==> config.mk <==
export PLATFORM = sky130hd
export DESIGN_NAME = mem_arbiter_flat
export DESIGN_NICKNAME = d
export VERILOG_FILES = /design/src/rtl/mem_arbiter_if.sv /design/src/rtl/mem_arbiter.sv /design/src/flat_wrapper.sv
export SDC_FILE = /design/constraint.sdc
export NUM_CORES = 1
export LEC_CHECK = 0
export ABC_AREA = 0
export BUFFER_PORTS_ARGS = -buffer_cell sky130_fd_sc_hd__buf_2
export CELL_PAD_IN_SITES_DETAIL_PLACEMENT = 1
export CELL_PAD_IN_SITES_GLOBAL_PLACEMENT = 2
export CORE_UTILIZATION = 20
export DETAILED_ROUTE_END_ITERATION = 8
export PLACE_DENSITY = 0.85
export RECOVER_POWER = 25
export SKIP_CTS_REPAIR_TIMING = 1
export SKIP_LAST_GASP = 1
export SLEW_MARGIN = 15
export SYNTH_ARGS = -nofsm -noshare
export SYNTH_HDL_FRONTEND = slang
export SYNTH_SLANG_ARGS = --single-unit
==> constraint.sdc <==
create_clock -name clk -period 2.8 [get_ports clk]
set_input_delay 0.28 -clock clk [delete_from_list [all_inputs] [get_ports clk]]
set_output_delay 0.28 -clock clk [all_outputs]
set_load 0.005 [all_outputs]
==> src/rtl/mem_arbiter_if.sv <==
// Bus bundle between the three memory requesters, the arbiter and the shared memory.
// Handshake: a requester raises req with addr/wdata (and d_we) and holds them stable until gnt;
// the transfer happens in the cycle where req && gnt, and gnt never depends on a transfer completing.
interface mem_arbiter_if;
  logic        ld_req;
  logic [31:0] ld_addr;
  logic [31:0] ld_wdata;
  logic        ld_gnt;
  logic        ld_err;

  logic        if_req;
  logic [31:0] if_addr;
  logic        if_gnt;
  logic        if_rvalid;
  logic [31:0] if_rdata;
  logic        if_err;

  logic        d_req;
  logic        d_we;
  logic [31:0] d_addr;
  logic [31:0] d_wdata;
  logic        d_gnt;
  logic        d_rvalid;
  logic [31:0] d_rdata;
  logic        d_err;

  logic [31:0] mem_addr;
  logic [31:0] mem_wdata;
  logic [1:0]  mem_wsel;
  logic [31:0] mem_rdata;
  logic        busy;

  modport slave (
    input  ld_req, ld_addr, ld_wdata, if_req, if_addr,
    input  d_req, d_we, d_addr, d_wdata, mem_rdata,
    output ld_gnt, ld_err, if_gnt, if_rvalid, if_rdata, if_err,
    output d_gnt, d_rvalid, d_rdata, d_err,
    output mem_addr, mem_wdata, mem_wsel, busy
  );

  modport master (
    output ld_req, ld_addr, ld_wdata, if_req, if_addr,
    output d_req, d_we, d_addr, d_wdata, mem_rdata,
    input  ld_gnt, ld_err, if_gnt, if_rvalid, if_rdata, if_err,
    input  d_gnt, d_rvalid, d_rdata, d_err,
    input  mem_addr, mem_wdata, mem_wsel, busy
  );
endinterface

==> src/rtl/mem_arbiter.sv <==
// Single-port memory arbiter: loader > round-robin(fetch, data); two-stage pipeline
// (A drives the memory, B returns registered read data to the owning requester).
module mem_arbiter #(
  parameter int DEPTH = 4096,
  parameter int IDX_W = 12
) (
  input  logic          clk,
  input  logic          rst,
  mem_arbiter_if.slave  bus
);
  typedef enum logic [1:0] {OWN_LD, OWN_IF, OWN_D} owner_t;

  logic        last_d;
  logic        ld_gnt_c, if_gnt_c, d_gnt_c;

  logic        g_valid, g_we;
  owner_t      g_owner;
  logic [31:0] g_addr, g_wdata;

  logic        a_valid, a_we, a_err;
  owner_t      a_owner;
  logic [31:0] a_addr, a_wdata;

  logic        b_valid, b_err;
  owner_t      b_owner;
  logic [31:0] b_rdata;

  logic [1:0]  wsel_c;

  // Both forms agree for power-of-two DEPTH; the compare keeps non-power-of-two depths safe.
  function automatic logic out_of_range(input logic [31:0] a);
    return (|a[31:IDX_W]) || (a >= 32'(DEPTH));
  endfunction

  always_comb begin
    ld_gnt_c = !rst && bus.ld_req;
    if_gnt_c = !rst && !bus.ld_req && bus.if_req && (!bus.d_req || last_d);
    d_gnt_c  = !rst && !bus.ld_req && bus.d_req && (!bus.if_req || !last_d);
  end

  always_comb begin
    g_valid = 1'b0;
    g_we    = 1'b0;
    g_owner = OWN_LD;
    g_addr  = '0;
    g_wdata = '0;
    if (ld_gnt_c) begin
      g_valid = 1'b1;
      g_we    = 1'b1;
      g_owner = OWN_LD;
      g_addr  = bus.ld_addr;
      g_wdata = bus.ld_wdata;
    end else if (if_gnt_c) begin
      g_valid = 1'b1;
      g_owner = OWN_IF;
      g_addr  = bus.if_addr;
    end else if (d_gnt_c) begin
      g_valid = 1'b1;
      g_we    = bus.d_we;
      g_owner = OWN_D;
      g_addr  = bus.d_addr;
      g_wdata = bus.d_we ? bus.d_wdata : '0;
    end
  end

  always_ff @(posedge clk) begin
    if (rst) begin
      last_d  <= 1'b1;
      a_valid <= 1'b0;
      a_we    <= 1'b0;
      a_err   <= 1'b0;
      a_owner <= OWN_LD;
      a_addr  <= '0;
      a_wdata <= '0;
      b_valid <= 1'b0;
      b_err   <= 1'b0;
      b_owner <= OWN_LD;
      b_rdata <= '0;
    end else begin
      if (if_gnt_c)     last_d <= 1'b0;
      else if (d_gnt_c) last_d <= 1'b1;
      a_valid <= g_valid;
      a_we    <= g_we;
      a_err   <= g_valid && out_of_range(g_addr);
      a_owner <= g_owner;
      a_addr  <= g_addr;
      a_wdata <= g_wdata;
      b_valid <= a_valid;
      b_err   <= a_err;
      b_owner <= a_owner;
      b_rdata <= (a_valid && a_owner != OWN_LD && !a_we && !a_err) ? bus.mem_rdata : '0;
    end
  end

  // Gating on rst keeps a stage-A write from committing on the reset edge.
  always_comb begin
    wsel_c = 2'd2;
    if (!rst && a_valid && !a_err) begin
      case (a_owner)
        OWN_LD:  wsel_c = 2'd0;
        OWN_D:   wsel_c = a_we ? 2'd1 : 2'd2;
        default: wsel_c = 2'd2;
      endcase
    end
  end

  assign bus.ld_gnt    = ld_gnt_c;
  assign bus.if_gnt    = if_gnt_c;
  assign bus.d_gnt     = d_gnt_c;
  assign bus.mem_addr  = a_addr;
  assign bus.mem_wdata = a_wdata;
  assign bus.mem_wsel  = wsel_c;
  assign bus.busy      = a_valid || b_valid;

  assign bus.ld_err    = b_valid && (b_owner == OWN_LD) && b_err;
  assign bus.if_rvalid = b_valid && (b_owner == OWN_IF);
  assign bus.if_rdata  = bus.if_rvalid ? b_rdata : '0;
  assign bus.if_err    = bus.if_rvalid && b_err;
  assign bus.d_rvalid  = b_valid && (b_owner == OWN_D);
  assign bus.d_rdata   = bus.d_rvalid ? b_rdata : '0;
  assign bus.d_err     = bus.d_rvalid && b_err;
endmodule

==> src/flat_wrapper.sv <==
// flat-port wrapper written by rule: the top's interface ports become plain ports
module mem_arbiter_flat 
#(
  parameter int DEPTH = 4096,
  parameter int IDX_W = 12
)
  (clk, rst, bus_ld_req, bus_ld_addr, bus_ld_wdata, bus_if_req, bus_if_addr, bus_d_req, bus_d_we, bus_d_addr, bus_d_wdata, bus_mem_rdata, bus_ld_gnt, bus_ld_err, bus_if_gnt, bus_if_rvalid, bus_if_rdata, bus_if_err, bus_d_gnt, bus_d_rvalid, bus_d_rdata, bus_d_err, bus_mem_addr, bus_mem_wdata, bus_mem_wsel, bus_busy);
  mem_arbiter_if bus_i ();
  input  logic clk;
  input  logic rst;
  input wire logic [$bits(bus_i.ld_req)-1:0] bus_ld_req;
  input wire logic [$bits(bus_i.ld_addr)-1:0] bus_ld_addr;
  input wire logic [$bits(bus_i.ld_wdata)-1:0] bus_ld_wdata;
  input wire logic [$bits(bus_i.if_req)-1:0] bus_if_req;
  input wire logic [$bits(bus_i.if_addr)-1:0] bus_if_addr;
  input wire logic [$bits(bus_i.d_req)-1:0] bus_d_req;
  input wire logic [$bits(bus_i.d_we)-1:0] bus_d_we;
  input wire logic [$bits(bus_i.d_addr)-1:0] bus_d_addr;
  input wire logic [$bits(bus_i.d_wdata)-1:0] bus_d_wdata;
  input wire logic [$bits(bus_i.mem_rdata)-1:0] bus_mem_rdata;
  output wire logic [$bits(bus_i.ld_gnt)-1:0] bus_ld_gnt;
  output wire logic [$bits(bus_i.ld_err)-1:0] bus_ld_err;
  output wire logic [$bits(bus_i.if_gnt)-1:0] bus_if_gnt;
  output wire logic [$bits(bus_i.if_rvalid)-1:0] bus_if_rvalid;
  output wire logic [$bits(bus_i.if_rdata)-1:0] bus_if_rdata;
  output wire logic [$bits(bus_i.if_err)-1:0] bus_if_err;
  output wire logic [$bits(bus_i.d_gnt)-1:0] bus_d_gnt;
  output wire logic [$bits(bus_i.d_rvalid)-1:0] bus_d_rvalid;
  output wire logic [$bits(bus_i.d_rdata)-1:0] bus_d_rdata;
  output wire logic [$bits(bus_i.d_err)-1:0] bus_d_err;
  output wire logic [$bits(bus_i.mem_addr)-1:0] bus_mem_addr;
  output wire logic [$bits(bus_i.mem_wdata)-1:0] bus_mem_wdata;
  output wire logic [$bits(bus_i.mem_wsel)-1:0] bus_mem_wsel;
  output wire logic [$bits(bus_i.busy)-1:0] bus_busy;
  assign bus_i.ld_req = bus_ld_req;
  assign bus_i.ld_addr = bus_ld_addr;
  assign bus_i.ld_wdata = bus_ld_wdata;
  assign bus_i.if_req = bus_if_req;
  assign bus_i.if_addr = bus_if_addr;
  assign bus_i.d_req = bus_d_req;
  assign bus_i.d_we = bus_d_we;
  assign bus_i.d_addr = bus_d_addr;
  assign bus_i.d_wdata = bus_d_wdata;
  assign bus_i.mem_rdata = bus_mem_rdata;
  assign bus_ld_gnt = bus_i.ld_gnt;
  assign bus_ld_err = bus_i.ld_err;
  assign bus_if_gnt = bus_i.if_gnt;
  assign bus_if_rvalid = bus_i.if_rvalid;
  assign bus_if_rdata = bus_i.if_rdata;
  assign bus_if_err = bus_i.if_err;
  assign bus_d_gnt = bus_i.d_gnt;
  assign bus_d_rvalid = bus_i.d_rvalid;
  assign bus_d_rdata = bus_i.d_rdata;
  assign bus_d_err = bus_i.d_err;
  assign bus_mem_addr = bus_i.mem_addr;
  assign bus_mem_wdata = bus_i.mem_wdata;
  assign bus_mem_wsel = bus_i.mem_wsel;
  assign bus_busy = bus_i.busy;
  mem_arbiter #(.DEPTH(DEPTH), .IDX_W(IDX_W)) u_core (.clk(clk), .rst(rst), .bus(bus_i));
endmodule
==> reports/summary.txt <==
Clk Latency, worst-skew pair - 0.35 ns
CTS root buffer - clkbuf_16
R2R depth - 6
Static Leak - 3.258 nW
vias per cell - 4.233
max-slew violations - 0
WHS Endpoint - u_core.b_rdata[20]
CP required - 2.52 ns
worst reg2reg startpoint - u_core.last_d
worst-margin pin slew - 0.8623 ns
cell count after placement - 958
largest area contributor in the netlist - dfxtp_1
VDD IR max - 0.2973 mV
first-pass GRT wire length - 22.21 mm
starting DRC count in detailed routing - 163
sequential fraction of design power - 47.1%
number of flops mapped to enable cells by yosys - 0
Worst Path Arrival - 2.08 ns
Top FF cell, synth - dfxtp_1
die area - 0.02023 sq mm
drt total wl - 15.55 mm
fmax - 0.4241 GHz
RR Endpoint - u_core.a_err
Post-synth ARST share - 0%
Core ar. - 0.01902 sq mm
Inserted Clock Buffers - 9
kind of critical path - reg -> out
antenna-violating nets left - 0
TritonRoute pass-1 iters - 4
number of fillers in the final layout - 2,329
Placement Setup Slack - 0.5209 ns
buffer depth of the longest clock path - 2
Logic pwr share - 10.8%
switching share of power - 24.00%
I/O Pins - 337
critical path peak fanout - 13
clock power share - 42.1%
warning count from the yosys run - 0
remaining global-route overflow - 0
Worst setup SP type - flop
WHS - 0.1225 ns
slew margin rel. - 42.39%
worst hold stages - 2
setup violators final - 0
H-Tree Depth - 3
register area share after synthesis - 53.94%
Net Count, Synth - 581
wire per inst - 15.96 um
largest net degree at the start of global routing - 46
pwr/cell area - 546.5 mW/mm^2
HPWL Detailed - 12.74 mm
I/O Buffers - 336
layout cell share with drive strength beyond 1 - 45.80%
clock transition at the registers of the reported paths - 0.08 ns
Hold Vio Cnt, Final - 0
vias in the first global route - 4,156
Final nets - 907
Placed Area - 0.005893 sq mm
setup_tns - 0 ns
Die Ht - 142.2 um
syn_area_per_cell - 10.27 sq um
Final Instance Area - 0.006176 sq mm
antenna violations before repair - 0
fin crit period - 2.358 ns
distinct cell type count after synthesis - 35
GRT Util Overall - 14.71%
Clock Sinks - 106
row cnt - 50
fin util - 32.47%
P_sw - 810.0 uW
RSZ-0062 raised after global routing - no
total power - 3.375 mW
CTS tree - built
Max-cap violations - 0
Synth top area share - 53.94%
most common cell in the synthesized netlist - dfxtp_1
Initial Util - 20.68%
part of the cycle the worst path needs - 84.21%
final worst slack - 0.4420 ns
hold_sp - bus_mem_rdata[20]
crit end category - primary output
Internal - 2.565 mW
Worst Skew - 0.009784 ns
R2R Setup Slk - 0.63 ns
DR vias - 4,123
P&R area growth vs syn - 57.00%
Synth top cells by count - 106 x dfxtp_1, 102 x and2_1, 32 x a22o_1
post-synthesis sequential element count - 106
DRC errors left - 0
Cell Area, Synth - 0.003934 sq mm
outcome - finished clean
GPL Wtd Cong - 0.8231
# diodes - 0
chip width - 142.2 um
Cells after Synth - 383
ranking of synthesized cells by area - dfxtp_1 54%, and2_1 16%, a22o_1 7.1%, a222oi_1 4.1%, a221o_1 2.8%
fin cells - 974
Hold Crit Class - in -> reg
==> flip-flops by register name, indices dropped and copies added (netlist names) <==
register	cells
u_core.b_rdata	32
u_core.bus.mem_addr	32
u_core.bus.mem_wdata	32
u_core.a_owner	2
u_core.b_owner	2
u_core.a_err	1
u_core.a_valid	1
u_core.a_we	1
u_core.b_err	1
u_core.b_valid	1
u_core.last_d	1
==> per-layer routing <==
layer  global-route usage [%]  vias to the layer above  share of wire (%)
met4                    6.621                        0                2.2
met1                    16.25                     1899                 40
met2                    26.03                      220                 50
li1                         -                     1987                  -
met5                        0                        -                  0
met3                    4.206                       17                8.7
==> layout by cell type (no fill, tap or decap), types with 2 or more instances in the layout <==
master and instances:
buf_2 297, dfxtp_1 106, and2_1 102, clkbuf_1 40, a22o_1 32, inv_1 25
a222oi_1 16, and3_1 12, a221o_1 11, clkbuf_16 9, buf_4 8, nor2_1 6
a221oi_1 5, a211oi_1 4, nor2b_1 3, o21ai_0 3, a21oi_1 3, inv_6 3
nand2b_1 2, and3b_1 2, or2_2 2, nor4_1 2, nand4_1 2, a2bb2oi_1 2
bufinv_16 2
==> logic make-up after synthesis <==
group	count (synthesis)	share of synthesized area, %
flops	106	53.94
compound gates	80	17.97
buf+inv	55	5.630
simple gates	142	22.46
==> how the worst max path moves through the flow <==
stage | startpoint | depth (start not counted) | endpoint | slack [ns]
global placement | bus_ld_req | 7 | u_core.a_err | 0.54
floorplan | bus_ld_req | 8 | u_core.a_err | 0.86
CTS | u_core.last_d | 4 | bus_d_gnt | 0.44
detailed placement | bus_ld_req | 7 | u_core.a_err | 0.52
global route | bus_ld_req | 8 | u_core.a_err | 0.27
finish | u_core.last_d | 4 | bus_d_gnt | 0.44
==> power by group through the flow <==
| stage | clock network (mW) | logic [mW] | registers, mW |
|---|---|---|---|
| floorplan | 0 | 0.123 | 1.63 |
| global placement | 0 | 0.371 | 1.63 |
| detailed placement | 0 | 0.376 | 1.63 |
| CTS | 1.47 | 0.378 | 1.59 |
| global route | 1.53 | 0.400 | 1.60 |
| finish | 1.42 | 0.363 | 1.59 |
==> critical path, stage by stage, from the launching register on <==
cell	delay (ns)
dfxtp_1	0.32
a21boi_1	0.66
and2_1	0.37
buf_4	0.25
buf_2	0.14
==> area by class of cell <==
class                           count  area (sq um)  share of cell area [%]
Clock buffer                        9         225.2                   3.647
Sequential cell                   106          2122                   34.36
Timing Repair Buffer              345          1697                   27.47
Inverter                           25         93.84                   1.519
Tap cell                          260         325.3                   5.267
Multi-Input combinational cell    222          1603                   25.95
Clock inverter                      7         110.1                   1.783
No activity file was read; power rests on OpenSTA's default activity.
